File: config.mk
export PLATFORM = sky130hd
export DESIGN_NAME = lfsr_burst_ctrl_flat
export DESIGN_NICKNAME = d
export VERILOG_FILES = /design/src/rtl/lfsr_burst_if.sv /design/src/rtl/lfsr_burst_ctrl.sv /design/src/flat_wrapper.sv
export SDC_FILE = /design/constraint.sdc
export NUM_CORES = 1
export LEC_CHECK = 0
export CAP_MARGIN = 15
export CORE_AREA = 2 2 98 109
export CTS_BUF_LIST = sky130_fd_sc_hd__clkbuf_2 sky130_fd_sc_hd__clkbuf_4 sky130_fd_sc_hd__clkbuf_8
export DETAILED_ROUTE_END_ITERATION = 12
export DIE_AREA = 0 0 100 111
export HOLD_SLACK_MARGIN = 0.15
export PLACE_DENSITY_LB_ADDON = 0.2
export SLEW_MARGIN = 15
export SYNTH_ARGS = -nofsm -noshare
export SYNTH_HDL_FRONTEND = slang
export SYNTH_SLANG_ARGS = --single-unit
export TNS_END_PERCENT = 30
File: constraint.sdc
create_clock -name clk -period 5 [get_ports clk]
set_input_delay 0.75 -clock clk [delete_from_list [all_inputs] [get_ports clk]]
set_output_delay 0.75 -clock clk [all_outputs]
set_load 0.005 [all_outputs]
File: src/rtl/lfsr_burst_if.sv
// Handshake bundle between the control logic, the LFSR_22 generator and
// the burst sequencer.
interface lfsr_burst_if #(
    parameter int LFSR_W = 22,
    parameter int CNT_W  = 16,
    parameter int DEC_W  = 4
);
    logic              start;
    logic              abort;
    logic [CNT_W-1:0]  burst_len;
    logic [DEC_W-1:0]  decim;
    logic              lfsr_load;
    logic [LFSR_W-1:0] lfsr_q;
    logic [1:0]        sym_out;
    logic              sym_valid;
    logic              busy;
    logic              done;
    logic              wrap;

    // Environment side: control requests and the LFSR state
    modport master (
        output start, abort, burst_len, decim, lfsr_q,
        input  lfsr_load, sym_out, sym_valid, busy, done, wrap
    );

    // Sequencer side
    modport slave (
        input  start, abort, burst_len, decim, lfsr_q,
        output lfsr_load, sym_out, sym_valid, busy, done, wrap
    );
endinterface

File: src/rtl/lfsr_burst_ctrl.sv
// Burst sequencer for the LFSR_22 PRBS source: seeds the LFSR, decimates its
// state into 2-bit symbols and reports completion and seed recurrence.
module lfsr_burst_ctrl #(
    parameter int LFSR_W = 22,
    parameter int CNT_W  = 16,
    parameter int DEC_W  = 4
) (
    input  logic         clk,
    input  logic         reset,
    lfsr_burst_if.slave  bus
);

    typedef enum logic [1:0] {
        ST_IDLE = 2'd0,
        ST_LOAD = 2'd1,
        ST_RUN  = 2'd2,
        ST_DONE = 2'd3
    } state_e;

    state_e             state_q,       state_d;
    logic [DEC_W-1:0]   decim_q,       decim_d;
    logic [DEC_W-1:0]   phase_q,       phase_d;
    logic [CNT_W-1:0]   remaining_q,   remaining_d;
    logic [LFSR_W-1:0]  seed_q,        seed_d;
    logic               first_q,       first_d;
    logic               lfsr_load_q,   lfsr_load_d;
    logic               busy_q,        busy_d;
    logic               sym_valid_q,   sym_valid_d;
    logic               done_q,        done_d;
    logic               wrap_q,        wrap_d;
    logic [1:0]         sym_out_q,     sym_out_d;

    // Next-state and registered-output computation
    always_comb begin
        state_d     = state_q;
        decim_d     = decim_q;
        phase_d     = phase_q;
        remaining_d = remaining_q;
        seed_d      = seed_q;
        first_d     = first_q;
        lfsr_load_d = 1'b0;
        busy_d      = 1'b0;
        sym_valid_d = 1'b0;
        done_d      = 1'b0;
        wrap_d      = wrap_q;
        sym_out_d   = sym_out_q;

        case (state_q)
            ST_IDLE: begin
                if (bus.start && !bus.abort) begin
                    wrap_d = 1'b0;
                    if (bus.burst_len != '0) begin
                        state_d     = ST_LOAD;
                        decim_d     = bus.decim;
                        remaining_d = bus.burst_len;
                        lfsr_load_d = 1'b1;
                        busy_d      = 1'b1;
                    end else begin
                        state_d = ST_DONE;
                        done_d  = 1'b1;
                    end
                end else begin
                    state_d = ST_IDLE;
                end
            end

            ST_LOAD: begin
                if (bus.abort) begin
                    state_d = ST_IDLE;
                end else begin
                    state_d = ST_RUN;
                    busy_d  = 1'b1;
                    phase_d = '0;
                    first_d = 1'b1;
                end
            end

            ST_RUN: begin
                if (bus.abort) begin
                    state_d = ST_IDLE;
                end else begin
                    busy_d  = 1'b1;
                    first_d = 1'b0;
                    // The LFSR shows the seed only on the first RUN cycle
                    if (first_q) begin
                        seed_d = bus.lfsr_q;
                    end else if (bus.lfsr_q == seed_q) begin
                        wrap_d = 1'b1;
                    end else begin
                        wrap_d = wrap_q;
                    end

                    if (phase_q == decim_q) begin
                        phase_d = '0;
                    end else begin
                        phase_d = phase_q + DEC_W'(1);
                    end

                    if (phase_q == '0) begin
                        sym_out_d   = bus.lfsr_q[1:0];
                        sym_valid_d = 1'b1;
                        remaining_d = remaining_q - CNT_W'(1);
                        if (remaining_q == CNT_W'(1)) begin
                            state_d = ST_DONE;
                            done_d  = 1'b1;
                            busy_d  = 1'b0;
                        end else begin
                            state_d = ST_RUN;
                        end
                    end else begin
                        state_d = ST_RUN;
                    end
                end
            end

            ST_DONE: begin
                state_d = ST_IDLE;
            end

            default: begin
                state_d = ST_IDLE;
            end
        endcase
    end

    // State and output registers with synchronous reset
    always_ff @(posedge clk) begin
        if (reset) begin
            state_q     <= ST_IDLE;
            decim_q     <= '0;
            phase_q     <= '0;
            remaining_q <= '0;
            seed_q      <= '0;
            first_q     <= 1'b0;
            lfsr_load_q <= 1'b0;
            busy_q      <= 1'b0;
            sym_valid_q <= 1'b0;
            done_q      <= 1'b0;
            wrap_q      <= 1'b0;
            sym_out_q   <= 2'b00;
        end else begin
            state_q     <= state_d;
            decim_q     <= decim_d;
            phase_q     <= phase_d;
            remaining_q <= remaining_d;
            seed_q      <= seed_d;
            first_q     <= first_d;
            lfsr_load_q <= lfsr_load_d;
            busy_q      <= busy_d;
            sym_valid_q <= sym_valid_d;
            done_q      <= done_d;
            wrap_q      <= wrap_d;
            sym_out_q   <= sym_out_d;
        end
    end

    assign bus.lfsr_load = lfsr_load_q;
    assign bus.busy      = busy_q;
    assign bus.sym_valid = sym_valid_q;
    assign bus.done      = done_q;
    assign bus.wrap      = wrap_q;
    assign bus.sym_out   = sym_out_q;

endmodule

File: src/flat_wrapper.sv
// flat-port wrapper written by rule: the top's interface ports become plain ports
module lfsr_burst_ctrl_flat 
#(
    parameter int LFSR_W = 22,
    parameter int CNT_W  = 16,
    parameter int DEC_W  = 4
)
  (clk, reset, bus_start, bus_abort, bus_burst_len, bus_decim, bus_lfsr_q, bus_lfsr_load, bus_sym_out, bus_sym_valid, bus_busy, bus_done, bus_wrap);
  lfsr_burst_if #(.LFSR_W(LFSR_W), .CNT_W(CNT_W), .DEC_W(DEC_W)) bus_i ();
  input  logic clk;
  input  logic reset;
  input wire logic [$bits(bus_i.start)-1:0] bus_start;
  input wire logic [$bits(bus_i.abort)-1:0] bus_abort;
  input wire logic [$bits(bus_i.burst_len)-1:0] bus_burst_len;
  input wire logic [$bits(bus_i.decim)-1:0] bus_decim;
  input wire logic [$bits(bus_i.lfsr_q)-1:0] bus_lfsr_q;
  output wire logic [$bits(bus_i.lfsr_load)-1:0] bus_lfsr_load;
  output wire logic [$bits(bus_i.sym_out)-1:0] bus_sym_out;
  output wire logic [$bits(bus_i.sym_valid)-1:0] bus_sym_valid;
  output wire logic [$bits(bus_i.busy)-1:0] bus_busy;
  output wire logic [$bits(bus_i.done)-1:0] bus_done;
  output wire logic [$bits(bus_i.wrap)-1:0] bus_wrap;
  assign bus_i.start = bus_start;
  assign bus_i.abort = bus_abort;
  assign bus_i.burst_len = bus_burst_len;
  assign bus_i.decim = bus_decim;
  assign bus_i.lfsr_q = bus_lfsr_q;
  assign bus_lfsr_load = bus_i.lfsr_load;
  assign bus_sym_out = bus_i.sym_out;
  assign bus_sym_valid = bus_i.sym_valid;
  assign bus_busy = bus_i.busy;
  assign bus_done = bus_i.done;
  assign bus_wrap = bus_i.wrap;
  lfsr_burst_ctrl #(.LFSR_W(LFSR_W), .CNT_W(CNT_W), .DEC_W(DEC_W)) u_core (.clk(clk), .reset(reset), .bus(bus_i));
endmodule
==> impl_metrics.yaml, run 1 <==
global_routing:
  grt_most_used_layer: "met2"
  antenna_found_initial: 0
  grt_max_degree: 57
  grt_pass1_wl_mm: 11.7
  grtUsageMet1_pct: 17.6
  grt-ovfl-total: 0
  grt_use_met3_pct: 3.15
  met2_usage_pct: 20.4
  grt_pass1_vias: 2366
  gr-usage-all-layers_pct: 13.0
cts:
  cts_buffers: 5
  postCtsHoldBufs: 0
  postCtsResizedCells: 0
  clockBufferDepth: 2
  cts_sinks: 56
  clock-root-buffer: "clkbuf_8"
  cts_tree: "done"
  postCtsSetupBuffers: 0
  htree_num_levels: 2
  insertion_delay_ns: 0.31
  clkTransAtPathRegs_ns: 0.11
detailed_routing:
  first_pass_iters: 4
  drt_iter0_markers: 73
  routed_wl_mm: 7.15
  drtAntennaViolNets: 0
  wl_per_cell_um: 13.6
  vias_per_cell: 4.93
  drc: 0
  num_vias: 2594
setup_path:
  path_cells: "clkdlybuf4s50_1 -> nor3b_1 -> and2_1 -> o32a_1 -> o21ai_0 -> a221oi_1"
  critPathMaxStageDelay_ns: 0.64
  r2r_end: "u_core.remaining_q[10]"
  cp_max_fo: 17
  reg2reg_depth: 5
  arrival_ns: 3.27
  end_kind: "flop"
  crit_type: "in -> reg"
  r2r_slack_ns: 2.38
  cp_slowest_cell: "o32a_1"
  worstPathRequired_ns: 5.22
  rr_startpoint: "u_core.state_q[1]"
  cp-start-kind: "primary input"
timing:
  skew_ns: 0.00766
  rsz0062_at_grt: "false"
  setup_viol_count_final: 0
  slew-limit-headroom_pct: 26.1
  timing.fmax_mhz: 328
  finalHoldViolCount: 0
  setup_ws_ns: 1.95
  tns_ns: 0
  fin_crit_ns: 3.05
  hold_ws_ns: 0.468
  slew_viol_final: 0
  finalCritPeriodShare_pct: 61.0
  worst_pin_slew_ns: 1.11
logic_synthesis:
  async_flop_share_pct: 0
  syn_inst: 361
  synth_cell_type_count: 44
  avgSynthCellArea_um2: 7.82
  synth_flop_cell: "dfxtp_1"
  synthesis.nets: 411
  ys_seq_area_share_pct: 39.7
  netlist_area_mm2: 0.00282
  synth_edf_count: 0
  yosys_warnings: 0
  ys_ff_latch: 56
finish:
  final_common_cell: "nand2_1"
  drive_gt1_share_pct: 4.96
  layout.nets: 452
  mostFrequentLayoutCells: "nand2_1 (68), dfxtp_1 (56), clkdlybuf4s50_1 (51)"
  fillerInstances: 1076
  diodes: 0
  stdcell_count: 526
  area_growth_pct: 24.9
place:
  place_ws_ns: 1.62
  dp_hpwl_mm: 4.95
  io_buffers: 52
  gp_congestion: 0.807
  placed_cells: 518
hold_path:
  min_to: "u_core.bus.sym_out[1]"
  holdCritPathClass: "reg -> reg"
  min_from: "u_core.bus.sym_out[1]"
  whs_path_depth: 2
pwr:
  power.density_mw_per_mm2: 249
  peakVddDrop_mv: 0.104
  leakage_nw: 1.20
die:
  coreArea_mm2: 0.0101
  rows: 39
  die_h_um: 111
  start_util_pct: 27.8
  die_x_um: 100
  io-pin-count: 53
  dieArea_mm2: 0.0111
run:
  drv_cap: 0
outcome:
  outcome: "finished, final reports clean"
## worst max path at each step
stage / start / end / slack (ns)
final: bus_abort / u_core.remaining_q[10] / 1.95
after global routing: bus_abort / u_core.remaining_q[10] / 1.70
after CTS: bus_abort / u_core.remaining_q[10] / 1.95
after detailed placement: bus_abort / u_core.remaining_q[10] / 1.62
after global placement: bus_abort / u_core.remaining_q[10] / 1.74
after floorplan: bus_burst_len[2] / u_core.remaining_q[6] / 2.85
## report_power, final
group          total, mW  internal (mW)  switching, mW
Combinational      0.146         0.0726         0.0734
Clock              0.265          0.101          0.164
Sequential         0.468          0.457         0.0113
## cells by family (layout without fill, tap and decap cells)
logic type                 Yosys count  after routing  share of synthesized area, %
and+or+nand+nor                    149            149                          25.3
AOI/OAI and AO/OA                   89             89                          18.1
DFF                                 56             56                          39.7
xor gates and xnor gates            28             28                          8.68
buffers and inverters               28             70                          3.85
muxes                                7              7                          2.53
adders and majority gates            4              4                          1.77
## state kept, by name (all words and copies together), names as in the netlist, 2 cells and up
name                count
u_core.seed_q          22
u_core.remaining_q     16
u_core.decim_q          4
u_core.phase_q          4
u_core.bus.sym_out      2
u_core.state_q          2
## per-stage QoR
step / util [%] / total power, mW / cell area [um2]
after global routing: 34.8 / 0.928 / 3530
after CTS: 34.8 / 0.892 / 3530
after global placement: 33.9 / 0.624 / 3440
final: 34.8 / 0.880 / 3530
after detailed placement: 33.9 / 0.625 / 3440
after floorplan: - / 0.558 / 2820
## cells in the mapped netlist (5+ instances only)
cell type / count / area (um2)
nor4_1: 10 / 62.6
nand4_1: 7 / 43.8
inv_1: 8 / 30.0
nor3_1: 5 / 25.0
xor2_1: 12 / 105
o21ai_0: 20 / 100
nand3_1: 7 / 35.0
xnor2_1: 16 / 140
nor2_1: 24 / 90.1
and2_1: 6 / 37.5
dfxtp_1: 56 / 1120
mux2i_1: 6 / 60.1
clkbuf_1: 17 / 63.8
nand2_1: 68 / 255
a21oi_1: 47 / 235
## metal layers
layer  vias to the layer above  part of all wire (%)
met5                         -                     0
met3                         7                   4.6
met4                         0                   1.4
met2                        53                    46
li1                       1332                     -
met1                      1202                    48
## final cells by class
type                       count  area [um2]  share of cell area [%]
multi-input combinational    277        1600                    45.4
tap                          123         154                    4.36
sequential                    56        1120                    31.8
clock inverter                 3        22.5                   0.638
clock buffer                   5        68.8                    1.95
timing repair buffer          54         531                    15.0
inverter                       8        30.0                   0.851
## worst max-delay path, delay by kind of cell
family,cells,cell delay (ns)
AOI/OAI and AO/OA,3,1.09
and+or+nand+nor,2,0.91
buffers and inverters,1,0.50
Note: power is estimated with default switching activity, not from simulation.
==> run 2, diff against run 1 <==
==> constraint.sdc (replaced) <==
create_clock -name clk -period 2.7 [get_ports clk]
set_input_delay 0.405 -clock clk [delete_from_list [all_inputs] [get_ports clk]]
set_output_delay 0.405 -clock clk [all_outputs]
set_load 0.005 [all_outputs]
==> run 2 against run 1 <==
Compared with the run above: first-iteration DRC count grew 49%; flip-flop and latch count is the same; register-to-register slack lost 1.9 ns; critical path depth grew 1; non-clock buffer count grew 10; total power grew 95%; die area is the same; cell area grew 2.5%; utilization grew 0.86 points; clock power grew 110%; global-route usage is essentially flat; via count shrank 0.39%; critical path type is now reg -> reg.
==> impl_metrics.yaml, run 2 (same netlist as run 1, synthesis figures left out) <==
finish:
  drive_gt1_share_pct: 7.02
  area_growth_pct: 28.0
  reg_top3: "u_core.seed_q: 22 flops, u_core.remaining_q: 16 flops"
  regMostFlops: "u_core.seed_q"
  final_common_cell: "nand2_1"
  finalInstanceArea_mm2: 0.00362
  regArea_mm2: 0.00112
  layout.nets: 462
  mostFrequentLayoutCells: "nand2_1 (68), dfxtp_1 (56), clkdlybuf4s50_1 (51)"
  multi_input_area_mm2: 0.00159
  fillerInstances: 1082
  largest_register_ffs: 22
  diodes: 0
  stdcell_count: 536
  finish.utilization_pct: 35.6
cts:
  cts_sinks: 56
  clock-root-buffer: "clkbuf_8"
  postCtsSetupBuffers: 0
  postCtsResizedCells: 0
  htree_num_levels: 2
  clockBufferDepth: 2
  cts_buffers: 5
  insertion_delay_ns: 0.31
  cts_tree: "done"
  postCtsHoldBufs: 0
  clkTransAtPathRegs_ns: 0.11
setup_path:
  path_cells: "inv_1 -> ha_1 -> or3b_2 -> nor3_1 -> nand3_1 -> a21o_1 -> a21oi_1"
  critPathMaxStageDelay_ns: 0.54
  worstPathRequired_ns: 2.93
  arrival_ns: 2.49
  crit_type: "reg -> reg"
  cp_max_fo: 5
  cp-start-kind: "flop"
  end_kind: "flop"
  cp_slowest_cell: "nor3_1"
pwr:
  p_int_mw: 1.27
  total_power_mw: 1.71
  p_sw_share_pct: 25.6
  p_comb_share_pct: 16.3
  power_switching_mw: 0.439
  seqPwrFrac_pct: 50.5
  peakVddDrop_mv: 0.176
  leakage_nw: 1.26
  clkPwrFrac_pct: 33.1
  power.density_mw_per_mm2: 474
timing:
  slew_viol_final: 0
  skew_ns: 0.0133
  timing.fmax_mhz: 443
  tns_ns: 0
  hold_ws_ns: 0.461
  fin_crit_ns: 2.25
  setup_viol_count_final: 0
  rsz0062_at_grt: "false"
  slew-limit-headroom_pct: 54.7
  setup_ws_ns: 0.445
  worst_pin_slew_ns: 0.674
  finalHoldViolCount: 0
  finalCritPeriodShare_pct: 83.5
outcome:
  outcome: "finished, final reports clean"
hold_path:
  holdCritPathClass: "reg -> reg"
place:
  place_ws_ns: 0.177
  io_buffers: 52
  dp_hpwl_mm: 5.20
  gp_congestion: 0.787
  placed_cells: 528
  dpl-instance-area_mm2: 0.00350
global_routing:
  grt_max_degree: 34
  antenna_found_initial: 0
  grt_pass1_vias: 2413
  grt_pass1_wl_mm: 11.7
  gr-usage-all-layers_pct: 13.0
  grt-ovfl-total: 0
detailed_routing:
  drc: 0
  wl_per_cell_um: 13.4
  first_pass_iters: 4
  drt_iter0_markers: 109
  drtAntennaViolNets: 0
  num_vias: 2584
  vias_per_cell: 4.82
  routed_wl_mm: 7.20
die:
  io-pin-count: 53
  start_util_pct: 27.8
  die_h_um: 111
  rows: 39
  dieArea_mm2: 0.0111
  coreArea_mm2: 0.0101
  die_x_um: 100
run:
  drv_cap: 0
==> run 2: changes by cell type in the layout (fill, tap and decap cells not counted) <==
cell       before  now
bufinv_16       0    1
clkinv_4        1    0
o32ai_1         0    1
o32ai_2         1    0
inv_6           1    0
buf_4           2   12
clkbuf_4        0    1
==> run 2: worst paths after layout <==
path                            slack, ns                endpoint  cells after the start                   from
worst min register to register       0.46   u_core.bus.sym_out[0]                      2  u_core.bus.sym_out[0]
worst min-delay path                 0.46   u_core.bus.sym_out[0]                      2  u_core.bus.sym_out[0]
worst max register to register       0.45  u_core.remaining_q[12]                      7  u_core.remaining_q[0]
worst max-delay path                 0.45  u_core.remaining_q[12]                      7  u_core.remaining_q[0]
==> run 2: worst max-delay path, delay by kind of cell (launching register included) <==
family / cells / cell delay, ns
AO/OA/AOI/OAI: 2 / 0.32
flip-flops: 1 / 0.36
adder cells (fa/ha/maj): 1 / 0.22
AND/OR/NAND/NOR: 3 / 1.18
buffers and inverters: 1 / 0.10
==> run 2: final cells by class <==
class / instances / share of cell area [%]
Multi-Input combinational cell: 277 / 44.1
Sequential cell: 56 / 31.0
Timing Repair Buffer: 64 / 16.7
Tap cell: 123 / 4.26
Clock buffer: 6 / 2.11
Clock inverter: 2 / 0.969
Inverter: 8 / 0.830
==> run 2: layer usage <==
layer / vias up / wire length [um] / global-route usage, %
met4: 0 / 42 / 3.56
met1: 1181 / 3360 / 17.1
met2: 48 / 3440 / 21.4
li1: 1353 / - / -
met3: 2 / 363 / 3.03
met5: - / 0 / 0
==> run 2: power by group through the flow <==
stage	combinational, mW	sequential [mW]	clock (mW)
final	0.280	0.866	0.567
after global routing	0.308	0.870	0.617
after CTS	0.282	0.866	0.594
after detailed placement	0.281	0.886	0
after global placement	0.282	0.885	0
after floorplan	0.154	0.879	0
==> run 3, diff against run 2 <==
==> constraint.sdc (replaced) <==
create_clock -name clk -period 2.2 [get_ports clk]
set_input_delay 0.33 -clock clk [delete_from_list [all_inputs] [get_ports clk]]
set_output_delay 0.33 -clock clk [all_outputs]
set_load 0.005 [all_outputs]
==> run 3 against run 2 <==
Compared with the run above: combinational power increased by 43%; largest cell class unchanged; flip-flop and latch count unchanged; critical path type unchanged; non-clock buffer count increased by 22; clock skew about the same; first-iteration DRC count decreased by 37%; global-route usage increased by 0.78 points; die area unchanged; clock-buffer cell count unchanged; critical path depth decreased by 3.
==> impl_metrics.yaml, run 3 (same netlist as run 1, synthesis figures left out) <==
outcome:
  outcome: "finished, final reports clean"
pwr:
  power.density_mw_per_mm2: 570
  leakage_nw: 1.37
  peakVddDrop_mv: 0.277
finish:
  area_growth_pct: 34.8
  reg_top3: "u_core.seed_q: 22 flops, u_core.remaining_q: 16 flops"
  regMostFlops: "u_core.seed_q"
  layout.nets: 484
  final_common_cell: "nand2_1"
  drive_gt1_share_pct: 12.4
  diodes: 0
  fillerInstances: 1080
  mostFrequentLayoutCells: "nand2_1 (68), dfxtp_1 (55), clkdlybuf4s50_1 (51)"
  largest_register_ffs: 22
global_routing:
  grt_pass1_vias: 2602
  grt_use_met3_pct: 2.84
  met2_usage_pct: 22.9
  grt-ovfl-total: 0
  antenna_found_initial: 0
  grtUsageMet1_pct: 18.2
  grt_pass1_wl_mm: 12.6
  grt_max_degree: 34
  gr-usage-all-layers_pct: 13.8
  grt_most_used_layer: "met2"
detailed_routing:
  wl_per_cell_um: 13.3
  drc: 0
  drtAntennaViolNets: 0
  drt_iter0_markers: 69
  vias_per_cell: 4.90
  routed_wl_mm: 7.42
  first_pass_iters: 7
  num_vias: 2734
setup_path:
  crit_family: "simple AND/OR/NAND/NOR gates"
  arrival_ns: 2.31
  worstPathRequired_ns: 2.44
  reg2reg_depth: 4
  rr_startpoint: "u_core.remaining_q[10]"
  critPathMaxStageDelay_ns: 0.55
  cp-start-kind: "flop"
  r2r_slack_ns: 0.13
  cp_slowest_cell: "or4_4"
  path_buf_inv: 0
  cp_max_fo: 4
  cp_common_cell: "or4_4"
  path_cells: "or4_4 -> or3_4 -> or4_4 -> a211oi_2"
  end_kind: "flop"
  crit_type: "reg -> reg"
  r2r_end: "u_core.bus.done"
timing:
  finalCritPeriodShare_pct: 94.2
  slew_viol_final: 0
  hold_ws_ns: 0.460
  skew_ns: 0.0131
  slew-limit-headroom_pct: 55.6
  fin_crit_ns: 2.07
  setup_viol_count_final: 0
  setup_ws_ns: 0.127
  finalHoldViolCount: 0
  worst_pin_slew_ns: 0.667
  rsz0062_at_grt: "false"
  timing.fmax_mhz: 482
cts:
  postCtsHoldBufs: 0
  cts_sinks: 56
  insertion_delay_ns: 0.31
  clkTransAtPathRegs_ns: 0.11
  cts_buffers: 5
  clock-root-buffer: "clkbuf_8"
  clockBufferDepth: 2
  htree_num_levels: 2
  cts_tree: "done"
hold_path:
  holdCritPathClass: "reg -> reg"
  min_from: "u_core.bus.sym_out[0]"
  min_to: "u_core.bus.sym_out[0]"
  whs_path_depth: 2
place:
  dp_hpwl_mm: 5.46
  place_ws_ns: -0.0906
  io_buffers: 52
  gp_congestion: 0.817
die:
  io-pin-count: 53
  die_x_um: 100
  start_util_pct: 27.8
  dieArea_mm2: 0.0111
  coreArea_mm2: 0.0101
  die_h_um: 111
  rows: 39
run:
  drv_cap: 0
-- run 3: cell count changes in the layout (fill, tap and decap cells not counted) --
| cell | change |
|---|---|
| inv_6 | +1 |
| clkinv_2 | -1 |
| or4_1 | -2 |
| or4_4 | +2 |
| dfxtp_1 | -1 |
| buf_12 | +1 |
| dfxtp_2 | +1 |
| buf_4 | +21 |
-- run 3: worst max path at each step --
stage                            from                      to  slack, ns  depth (start not counted)
2_1_floorplan  u_core.remaining_q[10]         u_core.bus.done       0.19                          4
3_3_place_gp         bus_burst_len[9]  u_core.remaining_q[11]      -0.07                          7
3_5_place_dp         bus_burst_len[9]  u_core.remaining_q[14]      -0.09                          7
4_1_cts         u_core.remaining_q[6]  u_core.remaining_q[15]       0.09                          5
5_1_grt             bus_burst_len[10]   u_core.remaining_q[1]       0.02                          8
6_report       u_core.remaining_q[10]         u_core.bus.done       0.13                          4
-- run 3: routing by layer --
layer	vias up	part of all wire (%)	routed length, um
met3	9	4.2	311
li1	1403	-	-
met4	0	1.3	96
met5	-	0	0
met1	1272	47	3470
met2	50	48	3550
-- run 3: repair_timing --
action                     4_1_cts  5_1_grt
resized for setup                0        3
buffers inserted                 0        0
setup endpoints to repair        0        1
hold endpoints to repair         0        0
-- run 3: area by class of cell --
type	count	area, um2	share of cell area (%)
clock inverters	2	38.8	1.02
well taps	123	154	4.04
repair buffers	86	783	20.6
flip-flops and latches	56	1120	29.5
inverters	8	30.0	0.789
multi-input cells	277	1600	42.1
clock buffers	6	76.3	2.01
-- run 3: report_power, final --
part | switching, mW | leakage (nW) | total [mW] | internal, mW
clock | 0.348 | 0.0592 | 0.705 | 0.357
combinational | 0.180 | 0.857 | 0.401 | 0.221
sequential | 0.0246 | 0.454 | 1.06 | 1.04
-- run 3: worst register-to-register path, stage by stage (launching register included) --
cell,delay [ns]
dfxtp_1,0.33
or4_4,0.55
or3_4,0.35
or4_4,0.53
a211oi_2,0.23
-- run 3: per-stage QoR --
step / TNS (ns) / total power [mW] / util [%] / area, um2 / std cells
final: 0 / 2.17 / 37.5 / 3810 / 558
after global routing: 0 / 2.29 / 37.5 / 3810 / 558
after CTS: 0 / 2.21 / 37.4 / 3800 / 558
after detailed placement: -0.744 / 1.48 / 36.3 / 3680 / 550
after global placement: -0.581 / 1.48 / 36.3 / 3680 / 550
after floorplan: 0 / 1.27 / - / 2820 / 361
